--- src/rtl/pwm_pkg.sv ---
// Shared state encoding and default constants for the PWM duty generator.
package pwm_pkg;

    typedef enum logic {
        ST_STOPPED = 1'b0,
        ST_RUN     = 1'b1
    } pwm_state_t;

    localparam int PWM_PERIOD          = 100;
    localparam int PWM_STEP            = 10;
    localparam int PWM_DUTY_INIT       = 50;
    localparam int PWM_DUTY_W          = 7;
    localparam int PWM_DEBOUNCE_CYCLES = 1000;

endpackage

--- src/rtl/switch_edge_detect.sv ---
// Two-flop synchroniser, optional debounce filter (DEBOUNCE_EN) and single-cycle
// rising-edge pulse for one switch level.
module switch_edge_detect
    import pwm_pkg::*;
`ifdef DEBOUNCE_EN
#(
    parameter int DEBOUNCE_CYCLES = PWM_DEBOUNCE_CYCLES
)
`endif
(
    input  logic clk,
    input  logic rst,
    input  logic i_level,
    output logic o_rise
);

    logic r_sync1;
    logic r_sync2;
    logic r_prev;
    logic w_level;

    // NOTE: non-blocking assignments so each flop samples its neighbour's pre-edge value.
    always_ff @(posedge clk or posedge rst) begin
        if (rst) begin
            r_sync1 <= 1'b0;
            r_sync2 <= 1'b0;
            r_prev  <= 1'b0;
        end else begin
            r_sync1 <= i_level;
            r_sync2 <= r_sync1;
            r_prev  <= w_level;
        end
    end

`ifdef DEBOUNCE_EN
    localparam int CNT_W = $clog2(DEBOUNCE_CYCLES + 1);

    logic [CNT_W-1:0] r_db_cnt;
    logic             r_filt;

    // Filtered level flips only after DEBOUNCE_CYCLES consecutive disagreeing samples.
    always_ff @(posedge clk or posedge rst) begin
        if (rst) begin
            r_db_cnt <= '0;
            r_filt   <= 1'b0;
        end else if (r_sync2 != r_filt) begin
            if (r_db_cnt == CNT_W'(DEBOUNCE_CYCLES - 1)) begin
                r_filt   <= r_sync2;
                r_db_cnt <= '0;
            end else begin
                r_db_cnt <= r_db_cnt + 1'b1;
            end
        end else begin
            r_db_cnt <= '0;
        end
    end

    assign w_level = r_filt;
`else
    assign w_level = r_sync2;
`endif

    assign o_rise = w_level & ~r_prev;

endmodule

--- src/rtl/pwm_duty_generator.sv ---
// Switch-driven PWM generator: saturating duty register, run/stop FSM and period
// counter with duty updates applied at period boundaries. Optional macro: DEBOUNCE_EN.
module pwm_duty_generator
    import pwm_pkg::*;
#(
    parameter int PERIOD    = PWM_PERIOD,
    parameter int STEP      = PWM_STEP,
    parameter int DUTY_INIT = PWM_DUTY_INIT,
    parameter int DUTY_W    = PWM_DUTY_W
`ifdef DEBOUNCE_EN
    ,
    parameter int DEBOUNCE_CYCLES = PWM_DEBOUNCE_CYCLES
`endif
) (
    input  logic              clk,
    input  logic              rst,
    input  logic              swt_increase,
    input  logic              swt_decrease,
    input  logic              swt_start_stop,
    output logic              pwm_out,
    output logic [DUTY_W-1:0] duty,
    output logic              running
);

    localparam logic [DUTY_W:0]   LP_PERIOD_X = (DUTY_W + 1)'(PERIOD);
    localparam logic [DUTY_W:0]   LP_STEP_X   = (DUTY_W + 1)'(STEP);
    localparam logic [DUTY_W-1:0] LP_PERIOD   = DUTY_W'(PERIOD);
    localparam logic [DUTY_W-1:0] LP_LAST     = DUTY_W'(PERIOD - 1);
    localparam logic [DUTY_W-1:0] LP_INIT     = DUTY_W'(DUTY_INIT);

    logic [2:0] w_sw;
    logic [2:0] w_rise;
    logic       w_inc;
    logic       w_dec;
    logic       w_ss;

    assign w_sw = {swt_start_stop, swt_decrease, swt_increase};

    for (genvar g = 0; g < 3; g++) begin : g_sw
`ifdef DEBOUNCE_EN
        switch_edge_detect #(.DEBOUNCE_CYCLES(DEBOUNCE_CYCLES)) u_edge (
            .clk     (clk),
            .rst     (rst),
            .i_level (w_sw[g]),
            .o_rise  (w_rise[g])
        );
`else
        switch_edge_detect u_edge (
            .clk     (clk),
            .rst     (rst),
            .i_level (w_sw[g]),
            .o_rise  (w_rise[g])
        );
`endif
    end

    assign w_inc = w_rise[0];
    assign w_dec = w_rise[1];
    assign w_ss  = w_rise[2];

    pwm_state_t        r_state;
    pwm_state_t        w_state_next;
    logic [DUTY_W-1:0] r_duty;
    logic [DUTY_W-1:0] w_duty_next;
    logic [DUTY_W-1:0] r_cnt;
    logic [DUTY_W-1:0] w_cnt_next;
    logic [DUTY_W-1:0] r_duty_act;
    logic [DUTY_W-1:0] w_duty_act_next;
    logic              r_pwm;
    logic              w_pwm_next;
    logic [DUTY_W:0]   w_ext;
    logic [DUTY_W:0]   w_sum;
    logic [DUTY_W:0]   w_diff;

    // One extra bit so the saturation compares cannot be fooled by wrap-around.
    assign w_ext  = {1'b0, r_duty};
    assign w_sum  = w_ext + LP_STEP_X;
    assign w_diff = w_ext - LP_STEP_X;

    // NOTE: every signal gets a default first so no path through the block infers a latch.
    always_comb begin
        w_duty_next = r_duty;
        if (w_inc && !w_dec) begin
            w_duty_next = (w_sum > LP_PERIOD_X) ? LP_PERIOD : w_sum[DUTY_W-1:0];
        end else if (w_dec && !w_inc) begin
            w_duty_next = (w_ext < LP_STEP_X) ? '0 : w_diff[DUTY_W-1:0];
        end
    end

    always_comb begin
        w_state_next    = r_state;
        w_cnt_next      = '0;
        w_duty_act_next = r_duty_act;
        w_pwm_next      = 1'b0;
        case (r_state)
            ST_STOPPED: begin
                if (w_ss) begin
                    w_state_next    = ST_RUN;
                    w_duty_act_next = w_duty_next;
                    w_pwm_next      = (w_duty_next != '0);
                end
            end
            ST_RUN: begin
                if (w_ss) begin
                    w_state_next = ST_STOPPED;
                end else begin
                    if (r_cnt == LP_LAST) begin
                        w_duty_act_next = w_duty_next;
                    end else begin
                        w_cnt_next = r_cnt + 1'b1;
                    end
                    w_pwm_next = (w_cnt_next < w_duty_act_next);
                end
            end
            default: w_state_next = ST_STOPPED;
        endcase
    end

    always_ff @(posedge clk or posedge rst) begin
        if (rst) begin
            r_state    <= ST_STOPPED;
            r_duty     <= LP_INIT;
            r_cnt      <= '0;
            r_duty_act <= LP_INIT;
            r_pwm      <= 1'b0;
        end else begin
            r_state    <= w_state_next;
            r_duty     <= w_duty_next;
            r_cnt      <= w_cnt_next;
            r_duty_act <= w_duty_act_next;
            r_pwm      <= w_pwm_next;
        end
    end

    assign pwm_out = r_pwm;
    assign duty    = r_duty;
    assign running = (r_state == ST_RUN);

endmodule

--- config.mk ---
export PLATFORM = sky130hd
export DESIGN_NAME = pwm_duty_generator
export DESIGN_NICKNAME = d
export VERILOG_FILES = /design/src/rtl/pwm_pkg.sv /design/src/rtl/switch_edge_detect.sv /design/src/rtl/pwm_duty_generator.sv
export SDC_FILE = /design/constraint.sdc
export NUM_CORES = 1
export LEC_CHECK = 0
export ABC_AREA = 0
export CAP_MARGIN = 20
export CORE_ASPECT_RATIO = 0.75
export CORE_MARGIN = 2
export CORE_UTILIZATION = 60
export CTS_CLUSTER_SIZE = 40
export DETAILED_ROUTE_END_ITERATION = 6
export HOLD_SLACK_MARGIN = 0.12
export PLACE_DENSITY = 0.81
export SLEW_MARGIN = 10
export SYNTH_ARGS = -nofsm -noshare
export SYNTH_HDL_FRONTEND = slang
export SYNTH_SLANG_ARGS = --single-unit
--- constraint.sdc ---
create_clock -name clk -period 4.45 [get_ports clk]
set_input_delay 0.89 -clock clk [delete_from_list [all_inputs] [get_ports clk]]
set_output_delay 0.89 -clock clk [all_outputs]
set_load 0.02 [all_outputs]
# Word-level counts from Yosys, hierarchy flattened
# Cells that the tools add are included.
word_totals:
  reg_bits: 32
  in_bits: 5
classes:
  order_cmp: 3
  muxes: 21
  addsub: 3
  bitwise: 7
  n_reduce_logical: 6
  eq_ne: 3
op_table:
  columns: ["op", "count"]
  rows:
  - ["$mux 7", 14]
  - ["$pmux 7 s2", 1]
  - ["$add 7x4->8 const B", 1]
  - ["$gt 8x7->1 const B", 1]
  - ["$add 7x1->7 const B", 1]
  - ["$eq 7x7->1 const B", 1]
  - ["$lt 7x4->1 const B", 1]
  - ["$lt 7x7->1", 1]
  - ["$reduce_bool 7->1", 1]
  - ["$sub 7x4->7 const B", 1]
  - ["$mux 1", 4]
  - ["$not 1->1", 4]
  - ["$pmux 1 s2", 2]
  - ["$and 1x1->1", 3]
  - ["$logic_and 1x1->1", 2]
  - ["$logic_not 1->1", 2]
  - ["$ne 2x1->1 const B", 1]
  - ["$ne 2x2->1 const B", 1]
  - ["$reduce_and 2->1", 1]

# Longest topological paths before layout
depth:
  word_depth: 12
  ltp_mapped: 15

# Modules after synthesis
# From an unflattened synthesis, not the netlist that was laid out.
hier_totals:
  hier_cells: 211
  hier_area_um2: 2094.5
by_module_without_submodules:
  columns: ["mod", "area_each_um2", "seq_area_each_um2", "instances", "cells_per_inst"]
  rows:
  - ["pwm_duty_generator", 1816.7, 583.1, 1, 196]
  - ["switch_edge_detect", 92.6, 75.1, 3, 5]

# Worst setup path before layout
# No wires, ideal clock.
synth_path:
  kind: "reg-to-reg"
  from: "reg r_duty[2], in the netlist duty[2]"
  to: "reg r_pwm, in the netlist pwm_out"
  n_path_buf: 0
  arrival_time_ns: 2.774
  t_required_ns: 4.332
  setup_ns: 0.118
  slack_ns: 1.558
  path_stages_with_launch: 13
  period_less_slack_ns: 2.892
  cell_sequence: "dfrtp_1 -> ha_1 -> o21ai_0 -> xor2_1 -> nor2_1 -> o32ai_2 -> mux2i_1 -> ha_1 -> and4_1 -> o2111ai_1 -> a41oi_1 -> nor4_1 -> a21o_1"
synth_via:
  elab_chain_len: 10
  elab_cells_between_ends: 16
synth_lines:
  columns: ["element", "line_no", "rtl"]
  rows:
  - ["start, declared", "pwm_duty_generator.sv:63", "logic [DUTY_W-1:0] r_duty;"]
  - ["start signal, assigned", "pwm_duty_generator.sv:128", "r_duty <= w_duty_next;"]
  - ["$add 7x4->8, or another cell as far along", "pwm_duty_generator.sv:77", "assign w_sum = w_ext + LP_STEP_X;"]
  - ["$gt 8x7->1 or $mux 7 (tied branches)", "pwm_duty_generator.sv:84, pwm_duty_generator.sv:86", null]
  - ["$mux 7 (on tied branches)", "pwm_duty_generator.sv:84, pwm_duty_generator.sv:85", null]
  - ["$mux 7 (*)", "pwm_duty_generator.sv:83", "if (w_inc && !w_dec) begin"]
  - ["named net w_duty_next[4]", "pwm_duty_generator.sv:64", "logic [DUTY_W-1:0] w_duty_next;"]
  - ["$mux 7", "pwm_duty_generator.sv:107", "if (r_cnt == LP_LAST) begin"]
  - ["$mux 7", "pwm_duty_generator.sv:104", "if (w_ss) begin"]
  - ["$mux 7", "pwm_duty_generator.sv:95", "case (r_state)"]
  - ["$lt 7x7->1", "pwm_duty_generator.sv:112", "w_pwm_next = (w_cnt_next < w_duty_act_next);"]
  - ["$mux 1", "pwm_duty_generator.sv:104", null]
  - ["$pmux 1 s2 (*)", "pwm_duty_generator.sv:95", null]
  - ["named net w_pwm_next", "pwm_duty_generator.sv:70", "logic w_pwm_next;"]
  - ["end signal, assigned", "pwm_duty_generator.sv:131", "r_pwm <= w_pwm_next;"]
  - ["end, declared", "pwm_duty_generator.sv:69", "logic r_pwm;"]
# The timed path passes the listed nets; every way through them passes the cells marked *. The select of a mux whose other input is x is not followed.
# A chain may end at the register's enable or synchronous reset.

# Worst setup path in the final report
layout_path:
  from: "reg r_duty[1], in the netlist duty[1]"
  to: "reg r_pwm, in the netlist pwm_out"
# The elaborated chain is that of the path after synthesis.

==> run_results.csv <==
group,metric,value,unit
pwr,p_leak,0.893,nW
placed_design,gp_congestion,0.937,
pwr,ir_drop,0.325,mV
global_routing,grt_pass1_vias,1282,
synthesis,yosys_most_used_dff,"dfrtp_1",
worst_setup_path,crit-reg2reg-capture,"pwm_out$_DFF_PP0_",
sta,min_period,3.37,ns
worst_setup_path,cp_data_arrival_time,3.55,ns
sta,max-slew-margin-rel,0.440,
worst_setup_path,rr_worst_depth,13,
cts,tritoncts.num_buffers,5,
worst_setup_path,crit_end,"pwm_out$_DFF_PP0_",
worst_setup_path,critPathTopFamily,"compound AO/OA/AOI/OAI gates",
sta,worstMarginPinSlew,0.830,ns
synthesis,synth_area_leaders,"dfrtp_1, dfstp_2, ha_1",
sta,rsz0062_at_grt,"false",
drt,final_antenna_net_count,0,
worst_setup_path,slowest_stage,"dfstp_2",
synthesis,syn-instance-count,171,
cts,insertion_delay,0.28,ns
cts,cts_htree_levels,2,
synthesis,ys_types,51,
placed_design,dpl_cell_area,2010,µm²
synthesis,yosys_warnings,0,
worst_setup_path,reg2reg_from,"duty[1]$_DFF_PP1_",
cts,cts_resized,0,
cts,postCtsSetupRepairBufs,0,
synthesis,seq_area_frac_synth,0.433,
worst_setup_path,cp-start-kind,"flip-flop",
layout,nNetsFinal,201,
worst_setup_path,end_kind,"flip-flop",
cts,clock_tree.root_cell,"clkbuf_8",
cts,holdBufCountCts,0,
sta,final_max_slew_viol_count,0,
floorplanning,die-area,3580,µm²
synthesis,synth_top_cell_area_share,0.349,
worst_hold_path,hold_path_class,"flip-flop to flip-flop",
worst_setup_path,crit_type,"flip-flop to flip-flop",
drt,dr.pass1.iters,5,
global_routing,grt_max_degree,33,
sta,setup_ws,1.08,ns
synthesis,syn_nets,185,
floorplanning,rows,17,
placed_design,portBuffers,13,
synthesis,ys_ff_latch,32,
sta,period_share,0.756,
sta,finalSetupViolCount,0,
layout,final_area,2120,µm²
synthesis,synth_area,1870,µm²
layout,synthToLayoutAreaGrowth,13.9,%
cts,cts_tree,"yes",
floorplanning,start_util,0.631,
worst_setup_path,cp-startpoint,"duty[1]$_DFF_PP1_",
synthesis,avgSynthCellArea,10.9,µm²
drt,drc,0,
run,cap_violations,0,
sta,hold_viol,0,
layout,drive_above_1_share,0.186,
floorplanning,fp.dieW,68.4,µm
global_routing,gr-usage-all-layers,0.238,
worst_setup_path,cp_cell_sequence,"ha_1 -> o21ai_0 -> xor2_1 -> a211oi_2 -> nor2_1 -> a2bb2oi_2 -> mux2i_1 -> ha_1 -> and4_1 -> o2111ai_1 -> a41oi_1 -> nor4_1 -> a21o_1",
worst_setup_path,crit_required,4.63,ns
sta,fmax,297,MHz
drt,drt_wl_total,3850,µm
placed_design,dp_slack,1.14,ns
floorplanning,die_h,52.3,µm
synthesis,synth_top_area_cell,"dfrtp_1",
worst_setup_path,reg2reg_setup_slack,1.08,ns
layout,n_antenna_cell,0,
sta,skew,0.00798,ns
pwr,p_total,0.00134,W
drt,vias_per_cell,6.10,
worst_setup_path,cpMostUsedCell,"ha_1",
global_routing,grt_antenna_before_repair,0,
worst_setup_path,max_stage_delay,0.62,ns
drt,wire_per_inst,17.1,µm
status,status,"completed",
global_routing,grt_pass1_wl,6030,µm
drt,vias,1379,
drt,drt_iter0_drc,93,
cts,cts.sinks,32,
synthesis,synth-edff-count,0,
pwr,p_per_area,630,nW/µm²
worst_setup_path,cp_num_cells,13,
floorplanning,fp.coreArea,2960,µm²
synthesis,synthTopCellsByCount,"dfrtp_1, nor2_1, ha_1, nor2b_1, o21ai_0",
cts,cts.path.max_buffers,2,
floorplanning,io_pins,14,
worst_setup_path,critPathBufInv,0,
placed_design,dp_hpwl,2710,µm
cts,path_clk_slew,0.07,ns
synthesis,synth.most_common_cell,"dfrtp_1",
worst_setup_path,cp_max_fo,8,
synthesis,synthArstFlopShare,1.00,
global_routing,grt-ovfl-total,0,
sta,fin_setup_tns,0,ns
## stage by stage
stage	instances	util	hold slack (ns)
after global routing	226	0.719	0.362
final	226	0.719	0.357
after detailed placement	217	0.680	0.337
after floorplan	171	-	0.331
after CTS	225	0.716	0.360
after global placement	217	0.680	0.336
## power breakdown
group	leakage [nW]	switching (W)	internal [W]
sequential	0.386	0.0000955	0.000377
combinational	0.452	0.000332	0.000263
clock	0.0552	0.000105	0.000166
total	0.893	0.000533	0.000806
## worst register-to-register path, stage by stage, from the launching register on
cell and delay (ns):
dfstp_2 0.62, ha_1 0.26, o21ai_0 0.12, xor2_1 0.37, a211oi_2 0.11, nor2_1 0.23, a2bb2oi_2 0.30, mux2i_1 0.15
ha_1 0.30, and4_1 0.19, o2111ai_1 0.13, a41oi_1 0.22, nor4_1 0.10, a21o_1 0.18
## flip-flops by register name (all words and copies together), names as in the netlist
| register | flops |
|---|---|
| g_sw.u_edge.r_prev | 3 |
| g_sw.u_edge.r_sync1 | 3 |
| r_duty_act | 7 |
| duty | 7 |
| g_sw.u_edge.r_sync2 | 3 |
| pwm_out | 1 |
| r_cnt | 7 |
| running | 1 |
## cell type report
cell class,count,area (µm²)
Tap cell,38,47.5
Clock buffer,6,72.6
Clock inverter,2,35.0
Inverter,6,22.5
Multi-Input combinational cell,127,993
Fill cell,197,832
Sequential cell,32,808
Timing Repair Buffer,15,145
## cell usage in the layout (no fill, tap or decap), drive strengths merged, types with 7 or more instances in the layout
cell type,synthesis,final
a21oi,7,7
clkdlybuf4s50,0,13
dfrtp,26,26
ha,9,9
mux2,7,7
mux2i,7,7
nand2,8,8
nor2,10,10
nor2b,10,10
nor3,7,7
o21ai,11,11
## per-layer routing
layer,global-route usage,wire length [µm],vias to the layer above
met5,0,0,-
met4,0.0833,30,0
met3,0.0710,247,6
met2,0.338,1760,47
met1,0.343,1820,668
li1,-,-,658
## worst min-delay path by stage
stage	start	to	slack, ns	cells past startpoint
floorplan	g_sw[0].u_edge.r_sync1$_DFF_PP0_	g_sw[0].u_edge.r_sync2$_DFF_PP0_	0.33	0
global placement	g_sw[1].u_edge.r_sync1$_DFF_PP0_	g_sw[1].u_edge.r_sync2$_DFF_PP0_	0.34	0
detailed placement	g_sw[2].u_edge.r_sync1$_DFF_PP0_	g_sw[2].u_edge.r_sync2$_DFF_PP0_	0.34	0
CTS	g_sw[2].u_edge.r_sync1$_DFF_PP0_	g_sw[2].u_edge.r_sync2$_DFF_PP0_	0.36	0
global route	g_sw[2].u_edge.r_sync1$_DFF_PP0_	g_sw[2].u_edge.r_sync2$_DFF_PP0_	0.36	0
finish	g_sw[2].u_edge.r_sync1$_DFF_PP0_	g_sw[2].u_edge.r_sync2$_DFF_PP0_	0.36	0
## logic make-up (layout without fill, tap and decap cells)
logic type | Yosys count | after routing | share of synthesized area
buffers and inverters | 12 | 29 | 0.0342
muxes | 14 | 14 | 0.0798
AOI/OAI and AO/OA | 38 | 38 | 0.176
xor gates and xnor gates | 7 | 7 | 0.0329
DFF | 32 | 32 | 0.433
adders and majority gates | 9 | 9 | 0.0604
and+or+nand+nor | 59 | 59 | 0.183
Note: power is estimated with default switching activity, not from simulation.
